<file path="src/rtl/item_store.sv">
// -----------------------------------------------------------------------------
// item_store
//
// Per-item storage for the vending datapath: cost, stock count and sold count
// for NUM_ITEMS entries. Serves one-cycle lookups and dispense updates in vend
// mode, and programming/readback in configuration mode.
//
// Ports:
//   clk, rstn              clock, asynchronous active-low reset
//   cfg_mode               1 = configuration mode (vend ports ignored)
//   cfg_wr_en/cfg_rd_en    program / read back entry at cfg_addr
//   cfg_addr, cfg_cost, cfg_avail   configuration address and write data
//   cfg_rd_valid, cfg_rd_cost, cfg_rd_avail, cfg_rd_sold   readback result
//   mem_read_en, mem_read_addr      vend lookup request
//   mem_data_valid, mem_item_cost, mem_item_available      lookup result
//   mem_update_en, mem_update_addr  dispense update (stock-1, sold+1)
// -----------------------------------------------------------------------------
module item_store #(
  parameter int NUM_ITEMS = 16
) (
  input  logic        clk,
  input  logic        rstn,
  input  logic        cfg_mode,
  input  logic        cfg_wr_en,
  input  logic        cfg_rd_en,
  input  logic [9:0]  cfg_addr,
  input  logic [15:0] cfg_cost,
  input  logic [7:0]  cfg_avail,
  output logic        cfg_rd_valid,
  output logic [15:0] cfg_rd_cost,
  output logic [7:0]  cfg_rd_avail,
  output logic [15:0] cfg_rd_sold,
  input  logic        mem_read_en,
  input  logic [9:0]  mem_read_addr,
  output logic [15:0] mem_item_cost,
  output logic [7:0]  mem_item_available,
  output logic        mem_data_valid,
  input  logic        mem_update_en,
  input  logic [9:0]  mem_update_addr
);

  // Entry storage. Held in flops because reset must clear every entry.
  logic [15:0] cost_q  [NUM_ITEMS];
  logic [7:0]  avail_q [NUM_ITEMS];
  logic [15:0] sold_q  [NUM_ITEMS];
  logic [15:0] cost_d  [NUM_ITEMS];
  logic [7:0]  avail_d [NUM_ITEMS];
  logic [15:0] sold_d  [NUM_ITEMS];

  // Mode gating: each port group only acts in its own mode.
  logic cfg_wr_fire, cfg_rd_fire, mem_rd_fire, mem_upd_fire;
  assign cfg_wr_fire  = cfg_mode  & cfg_wr_en;
  assign cfg_rd_fire  = cfg_mode  & cfg_rd_en;
  assign mem_rd_fire  = ~cfg_mode & mem_read_en;
  assign mem_upd_fire = ~cfg_mode & mem_update_en;

  // Next-state for the entries. Out-of-range addresses never match an index,
  // so writes and updates to them fall through with no effect.
  always_comb begin
    cost_d  = cost_q;
    avail_d = avail_q;
    sold_d  = sold_q;
    for (int i = 0; i < NUM_ITEMS; i++) begin
      if (cfg_wr_fire && (cfg_addr == 10'(i))) begin
        cost_d[i]  = cfg_cost;
        avail_d[i] = cfg_avail;
        sold_d[i]  = 16'h0000;
      end else if (mem_upd_fire && (mem_update_addr == 10'(i))) begin
        avail_d[i] = (avail_q[i] == 8'h00)    ? 8'h00    : avail_q[i] - 8'h01;
        sold_d[i]  = (sold_q[i]  == 16'hFFFF) ? 16'hFFFF : sold_q[i] + 16'h0001;
      end
    end
  end

  always_ff @(posedge clk or negedge rstn) begin
    if (!rstn) begin
      for (int i = 0; i < NUM_ITEMS; i++) begin
        cost_q[i]  <= 16'h0000;
        avail_q[i] <= 8'h00;
        sold_q[i]  <= 16'h0000;
      end
    end else begin
      cost_q  <= cost_d;
      avail_q <= avail_d;
      sold_q  <= sold_d;
    end
  end

  // Read muxes look at the current (pre-edge) contents, which gives read-old
  // behaviour for same-cycle lookup/update and readback/write collisions.
  // Unmatched addresses return cost=FFFF, avail=0, sold=0.
  logic [15:0] look_cost, rb_cost, rb_sold;
  logic [7:0]  look_avail, rb_avail;

  always_comb begin
    look_cost  = 16'hFFFF;
    look_avail = 8'h00;
    rb_cost    = 16'hFFFF;
    rb_avail   = 8'h00;
    rb_sold    = 16'h0000;
    for (int i = 0; i < NUM_ITEMS; i++) begin
      if (mem_read_addr == 10'(i)) begin
        look_cost  = cost_q[i];
        look_avail = avail_q[i];
      end
      if (cfg_addr == 10'(i)) begin
        rb_cost  = cost_q[i];
        rb_avail = avail_q[i];
        rb_sold  = sold_q[i];
      end
    end
  end

  // Output registers: valids pulse for one cycle, data holds between pulses.
  logic        mem_valid_q, cfg_valid_q;
  logic [15:0] mem_cost_q, cfg_cost_q, cfg_sold_q;
  logic [7:0]  mem_avail_q, cfg_avail_q;

  always_ff @(posedge clk or negedge rstn) begin
    if (!rstn) begin
      mem_valid_q <= 1'b0;
      mem_cost_q  <= 16'h0000;
      mem_avail_q <= 8'h00;
      cfg_valid_q <= 1'b0;
      cfg_cost_q  <= 16'h0000;
      cfg_avail_q <= 8'h00;
      cfg_sold_q  <= 16'h0000;
    end else begin
      mem_valid_q <= mem_rd_fire;
      cfg_valid_q <= cfg_rd_fire;
      if (mem_rd_fire) begin
        mem_cost_q  <= look_cost;
        mem_avail_q <= look_avail;
      end
      if (cfg_rd_fire) begin
        cfg_cost_q  <= rb_cost;
        cfg_avail_q <= rb_avail;
        cfg_sold_q  <= rb_sold;
      end
    end
  end

  assign mem_data_valid     = mem_valid_q;
  assign mem_item_cost      = mem_cost_q;
  assign mem_item_available = mem_avail_q;
  assign cfg_rd_valid       = cfg_valid_q;
  assign cfg_rd_cost        = cfg_cost_q;
  assign cfg_rd_avail       = cfg_avail_q;
  assign cfg_rd_sold        = cfg_sold_q;

endmodule

</file>
<file path="config.mk">
export PLATFORM = sky130hd
export DESIGN_NAME = item_store
export DESIGN_NICKNAME = d
export VERILOG_FILES = /design/src/rtl/item_store.sv
export SDC_FILE = /design/constraint.sdc
export NUM_CORES = 2
export LEC_CHECK = 0
export ABC_CLOCK_PERIOD_IN_PS = 2060
export CAP_MARGIN = 10
export CORE_MARGIN = 10
export CORE_UTILIZATION = 25
export CTS_BUF_LIST = sky130_fd_sc_hd__clkbuf_4 sky130_fd_sc_hd__clkbuf_8
export DETAILED_ROUTE_END_ITERATION = 8
export GPL_ROUTABILITY_DRIVEN = 0
export PLACE_DENSITY = 0.39
export SYNTH_ARGS = -nofsm -noshare
export SYNTH_HDL_FRONTEND = slang
export SYNTH_SLANG_ARGS = --single-unit
</file>
<file path="constraint.sdc">
create_clock -name clk -period 2.06 [get_ports clk]
set_clock_uncertainty 0.05 [all_clocks]
set_input_delay 0.618 -clock clk [delete_from_list [all_inputs] [get_ports clk]]
set_output_delay 0.618 -clock clk [all_outputs]
set_load 0.03 [all_outputs]
</file>
# --- Yosys cells after proc, flatten, opt, wreduce, memory -nomap -nowiden ---
# Index checks and enable logic that the tools add are counted.
totals:
  register_bits: 706
  in_bits: 61
  output_inout_bits: 66
  wordCells: 396
classes:
  add_sub_neg: 32
  eq_ne: 61
  mux: 176
  bitwise: 5
  reduce_logical: 67
op_table:
  columns: ["operator", "count"]
  rows:
  - ["$mux W16", 96]
  - ["$mux W8", 80]
  - ["$add A16 B1 Y16 const B", 16]
  - ["$eq A16 B16 Y1 const B", 16]
  - ["$eq A10 B4 Y1 const B", 24]
  - ["$logic_not A8 Y1", 16]
  - ["$sub A8 B1 Y8 const B", 16]
  - ["$eq A10 B3 Y1 const B", 12]
  - ["$eq A10 B2 Y1 const B", 6]
  - ["$logic_and A1 B1 Y1", 32]
  - ["$reduce_bool A2 Y1", 16]
  - ["$eq A10 B1 Y1 const B", 3]
  - ["$logic_not A10 Y1", 3]
  - ["$and A1 B1 Y1", 4]
  - ["$not A1 Y1", 1]

# --- Longest topological paths before layout ---
logic_depth:
  depth_word: 17
  ltp_mapped: 11

# --- Worst setup path before layout ---
# No wires, ideal clock.
synth_timing:
  path_kind: "in2reg"
  start: "input port cfg_addr[1]"
  end: "register avail_q[79] (netlist name)"
  setup_time_ns: 0.138
  t_arrival_ns: 2.395
  slack_ns: -0.523
  cell_stages: 10
  cell_sequence: "buf_2 buf_2 buf_2 and2b_1 nand2_1 nor2_1 buf_2 nor2_1 a21oi_1 o31ai_1"
synth_between:
  elab_chain_len: 3
  elab_cells_between_ends: 4
synth_lines:
  columns: ["element", "line_no", "text"]
  rows:
  - ["start: declaration", "26", "input logic [9:0] cfg_addr,"]
  - ["$eq A10 B3 Y1 *", "64", "if (cfg_wr_fire && (cfg_addr == 10'(i))) begin"]
  - ["$logic_and A1 B1 Y1 *", "64", null]
  - ["$mux W8 / $reduce_bool A2 Y1 (equally long branches)", null, null]
  - ["end signal: assignment", "84", "avail_q <= avail_d;"]
  - ["end: declaration", "44", "logic [7:0] avail_q [NUM_ITEMS];"]
# Mark *: on every way between the ends. The rest lies on a longest branch, timed or not.
# A chain may end at the register's enable or synchronous reset.

# --- Worst setup path in the final report ---
layout_timing:
  start: "register cfg_avail_q[7] (netlist: cfg_rd_avail[7])"
  end: "output port cfg_rd_avail[7]"
layout_rtl:
  columns: ["element", "line_no", "text"]
  rows:
  - ["start: declaration", "117", "logic [7:0] mem_avail_q, cfg_avail_q;"]
  - ["start signal: assignment", "137", "cfg_avail_q <= rb_avail;"]
  - ["end: declaration", "31", "output logic [7:0] cfg_rd_avail,"]
# No word-level cell between the ends.

==> results.py <==
metrics = {
    "drt": {
        "vias_per_cell": 5.51,
        "vias": 51100,
        "drc": 0,
        "wl_per_cell_um": 28.7,
        "drt_iter0_drc": 5876,
        "wl_um": 267000,
        "ant_nets": 0,
        "dr.pass1.iters": 9,
    },
    "timing": {
        "holdWs_ns": 0.105,
        "finalHoldViolations": 0,
        "slew_violations": 0,
        "rsz0062_at_grt": "yes",
        "fmax_mhz": 432,
        "setup_slack_ns": -0.253,
        "tightest_slew_ns": 0.738,
        "setup_viol": 79,
        "finalCritPeriodShare_pct": 112,
        "slew-limit-headroom_pct": 50.8,
        "post-route-min-period_ns": 2.31,
        "setup_tns_ns": -11.81,
    },
    "yosys": {
        "yosysWarnings": 0,
        "postSynth.asyncResetShare_pct": 100,
        "synth_area_leaders": "dfrtp_1 40%, nand2_1 10%, o21ai_0 4.3%, a21oi_1 3.8%, nor2_1 3.5%",
        "synth_edf_count": 0,
        "ys_seq_area_share_pct": 40.4,
        "yosysTopAreaCell": "dfrtp_1",
        "yosys.cell_types.count": 87,
        "synth_nets": 5485,
        "ys_ff_latch": 706,
        "syn-instance-count": 5392,
        "synth_top_area_share_pct": 40.4,
        "synth_area_um2": 43800,
        "yosys_most_used_dff": "dfrtp_1",
        "syn_avg_cell_area_um2": 8.12,
    },
    "outcome": {
        "failed_checks": "setup timing",
        "status": "finished with violations",
    },
    "cts": {
        "htree_levels": 4,
        "cts-root-buf": "clkbuf_8",
        "ctsLongestPathBuffers": 3,
        "cts_sinks": 706,
        "clk_latency_ns": 0.98,
        "cts_tree": "done",
        "cts_inserted_buffers": 149,
        "path_clk_slew_ns": 0.07,
    },
    "grt": {
        "grt_antenna_before_repair": 6,
        "overflow": 0,
        "grt_pass1_wl_um": 374000,
        "grt_pass1_vias": 48600,
        "grt_max_degree": 87,
        "grtUsageTotal_pct": 26.7,
    },
    "critical_path": {
        "cp_slowest_cell": "dfrtp_2",
        "critical_path_arrival_ns": 1.65,
        "crit_path_max_incr_delay_ns": 0.48,
        "worstPathCellList": "buf_6",
        "path_delay_family": "flip-flops",
        "end_kind": "output port",
        "critPathMaxFanout": 2,
        "crit_type": "flip-flop to output port",
        "path_buf_inv": 1,
        "cp-start-kind": "flip-flop",
        "cp.required_ns": 1.39,
    },
    "placed_design": {
        "dp.cells": 8946,
        "dpl.hpwl_um": 209000,
        "port_buffers": 126,
    },
    "pwr": {
        "power.density_nw_per_um2": 547,
        "power_frac_comb_pct": 13.9,
        "power.share.clock_pct": 46.8,
        "p_leak_nw": 30.4,
        "swShare_pct": 29.8,
        "power.internal_w": 0.0255,
        "power.switching_w": 0.0108,
        "peakVddDrop_uv": 387,
        "power.share.sequential_pct": 39.3,
    },
    "floorplan": {
        "dieArea_um2": 192000,
        "fp.dieH_um": 438,
        "start_util_pct": 25.2,
        "die_x_um": 438,
        "core_um2": 174000,
        "io_pins": 127,
        "num_rows": 153,
    },
    "final_layout": {
        "drive_gt1_share_pct": 35.8,
        "final_cells": 9281,
        "areaGrowthSynthToFinish_pct": 51.8,
        "final_nets": 6930,
    },
    "job": {
        "drv_cap": 0,
    },
    "min_path": {
        "min_path_type": "input port to asynchronous set/reset pin",
    },
}
-- repair_timing --
action | 4_1_cts | 5_1_grt
endpoints found under the hold margin | 419 | 0
resized for setup | 584 | 163
pin swaps | 32 | 75
setup endpoints to repair | 164 | 425
hold buffers | 1 | 0
buffers inserted | 28 | 38
gates cloned | 0 | 3
-- cell usage after synthesis (40+ instances only) --
master       n
o221ai_1    44
nand4_1     72
a22oi_1     45
or3_1       50
o211ai_1    65
o22ai_1     98
a21oi_1    330
a31oi_1     84
inv_1       97
nor3_1     194
buf_2       80
and3_1      54
nand3_1    220
nor2_1     409
dfrtp_1    706
nor2b_1     40
clkbuf_1   262
nand2_1   1178
nand2b_1    47
mux2i_1    136
a211oi_1    45
o21ai_0    375
mux2_2      80
-- layout make-up --
class                      instances  area (um^2)
clock buffer                     236         3000
sequential                       706        17700
antenna                            9         22.5
multi-input combinational       4217        26800
fill                           17700       108000
tap                             2325         2910
inverter                          99          375
clock inverter                    25          240
timing repair buffer            1664        15400
-- flip-flops by register name, indices dropped and copies added, names as in the netlist --
register	cells
cost_q	256
sold_q	256
avail_q	128
cfg_rd_cost	16
cfg_rd_sold	16
mem_item_cost	16
cfg_rd_avail	8
mem_item_available	8
cfg_rd_valid	1
mem_data_valid	1
-- layer usage --
| metal | up-vias | part of all wire [%] | global-route usage [%] | wire length (um) |
|---|---|---|---|---|
| met1 | 25400 | 43 | 36.6 | 115000 |
| met3 | 497 | 8.8 | 5.96 | 23400 |
| met5 | - | 0.0026 | 0 | 7 |
| li1 | 22600 | - | - | - |
| met4 | 2 | 4.7 | 10.9 | 12600 |
| met2 | 2579 | 43 | 40.4 | 115000 |
-- cells in the final DEF, fill, tap and decap left out, types with 31 or more instances in the layout --
cell / instances
clkdlybuf4s50_1: 35
mux2_2: 77
a22oi_1: 43
clkbuf_4: 39
dfrtp_2: 34
o21ai_1: 98
a21oi_1: 291
nor3_2: 37
o211ai_1: 65
nand4_1: 72
buf_6: 83
nor2b_1: 35
buf_4: 1329
a31oi_1: 78
mux4_2: 33
clkbuf_8: 199
nor3_1: 148
and4_1: 37
nand3_1: 179
o221ai_1: 31
o21ai_0: 271
o22ai_1: 87
nand2b_1: 43
and3_1: 48
mux2i_1: 135
inv_1: 92
a21oi_2: 38
or3_1: 44
dfrtp_1: 672
nand2_1: 1142
nand3_2: 33
nor2_1: 362
buf_12: 188
a211oi_1: 35
-- power groups by stage --
stage	clock [W]	sequential [W]	combinational (W)
6_report	0.0170	0.0143	0.00505
5_1_grt	0.0179	0.0143	0.00521
3_5_place_dp	0	0.0145	0.00475
4_1_cts	0.0174	0.0143	0.00486
3_3_place_gp	0	0.0145	0.00477
2_1_floorplan	0	0.0146	0.00160
-- final timing paths --
check                                     start               to  slack [ns]  depth (start not counted)
min in group clk                    cfg_cost[1]       cost_q[49]        0.30                          2
worst max-delay path            cfg_rd_avail[7]  cfg_rd_avail[7]       -0.25                          1
max in group asynchronous                  rstn   cfg_rd_cost[7]        0.98                          4
worst min register to register      cost_q[241]      cost_q[241]        0.44                          2
worst min-delay path                       rstn       sold_q[31]        0.10                          2
worst max register to register      sold_q[230]   cfg_rd_sold[6]       -0.03                          6
-- stage by stage --
| step | worst slack [ns] | instance area [um^2] | util, % | total power (W) |
|---|---|---|---|---|
| 6_report | -0.253 | 66400 | 38.2 | 0.0363 |
| 2_1_floorplan | -0.413 | 46300 | - | 0.0161 |
| 4_1_cts | -0.343 | 65400 | 37.6 | 0.0365 |
| 5_1_grt | -0.279 | 66400 | 38.2 | 0.0374 |
| 3_5_place_dp | -1.30 | 61400 | 35.3 | 0.0192 |
| 3_3_place_gp | -1.34 | 61400 | 35.3 | 0.0193 |
-- kinds of logic after synthesis --
kind of cell             synth area share, %
AND/OR/NAND/NOR                         26.9
AO/OA/AOI/OAI                           20.7
flip-flops                              40.4
buffers and inverters                   4.30
multiplexers                            6.86
adder cells (fa/ha/maj)                0.915
-- worst register-to-register path, delay by kind of cell (launching register included) --
kind                   cells  cell delay [ns]
muxes                      1             0.49
buffers and inverters      1             0.16
AOI/OAI and AO/OA          3             0.79
and+or+nand+nor            1             0.12
DFF                        1             0.40
Note: power is estimated with default switching activity, not from simulation.
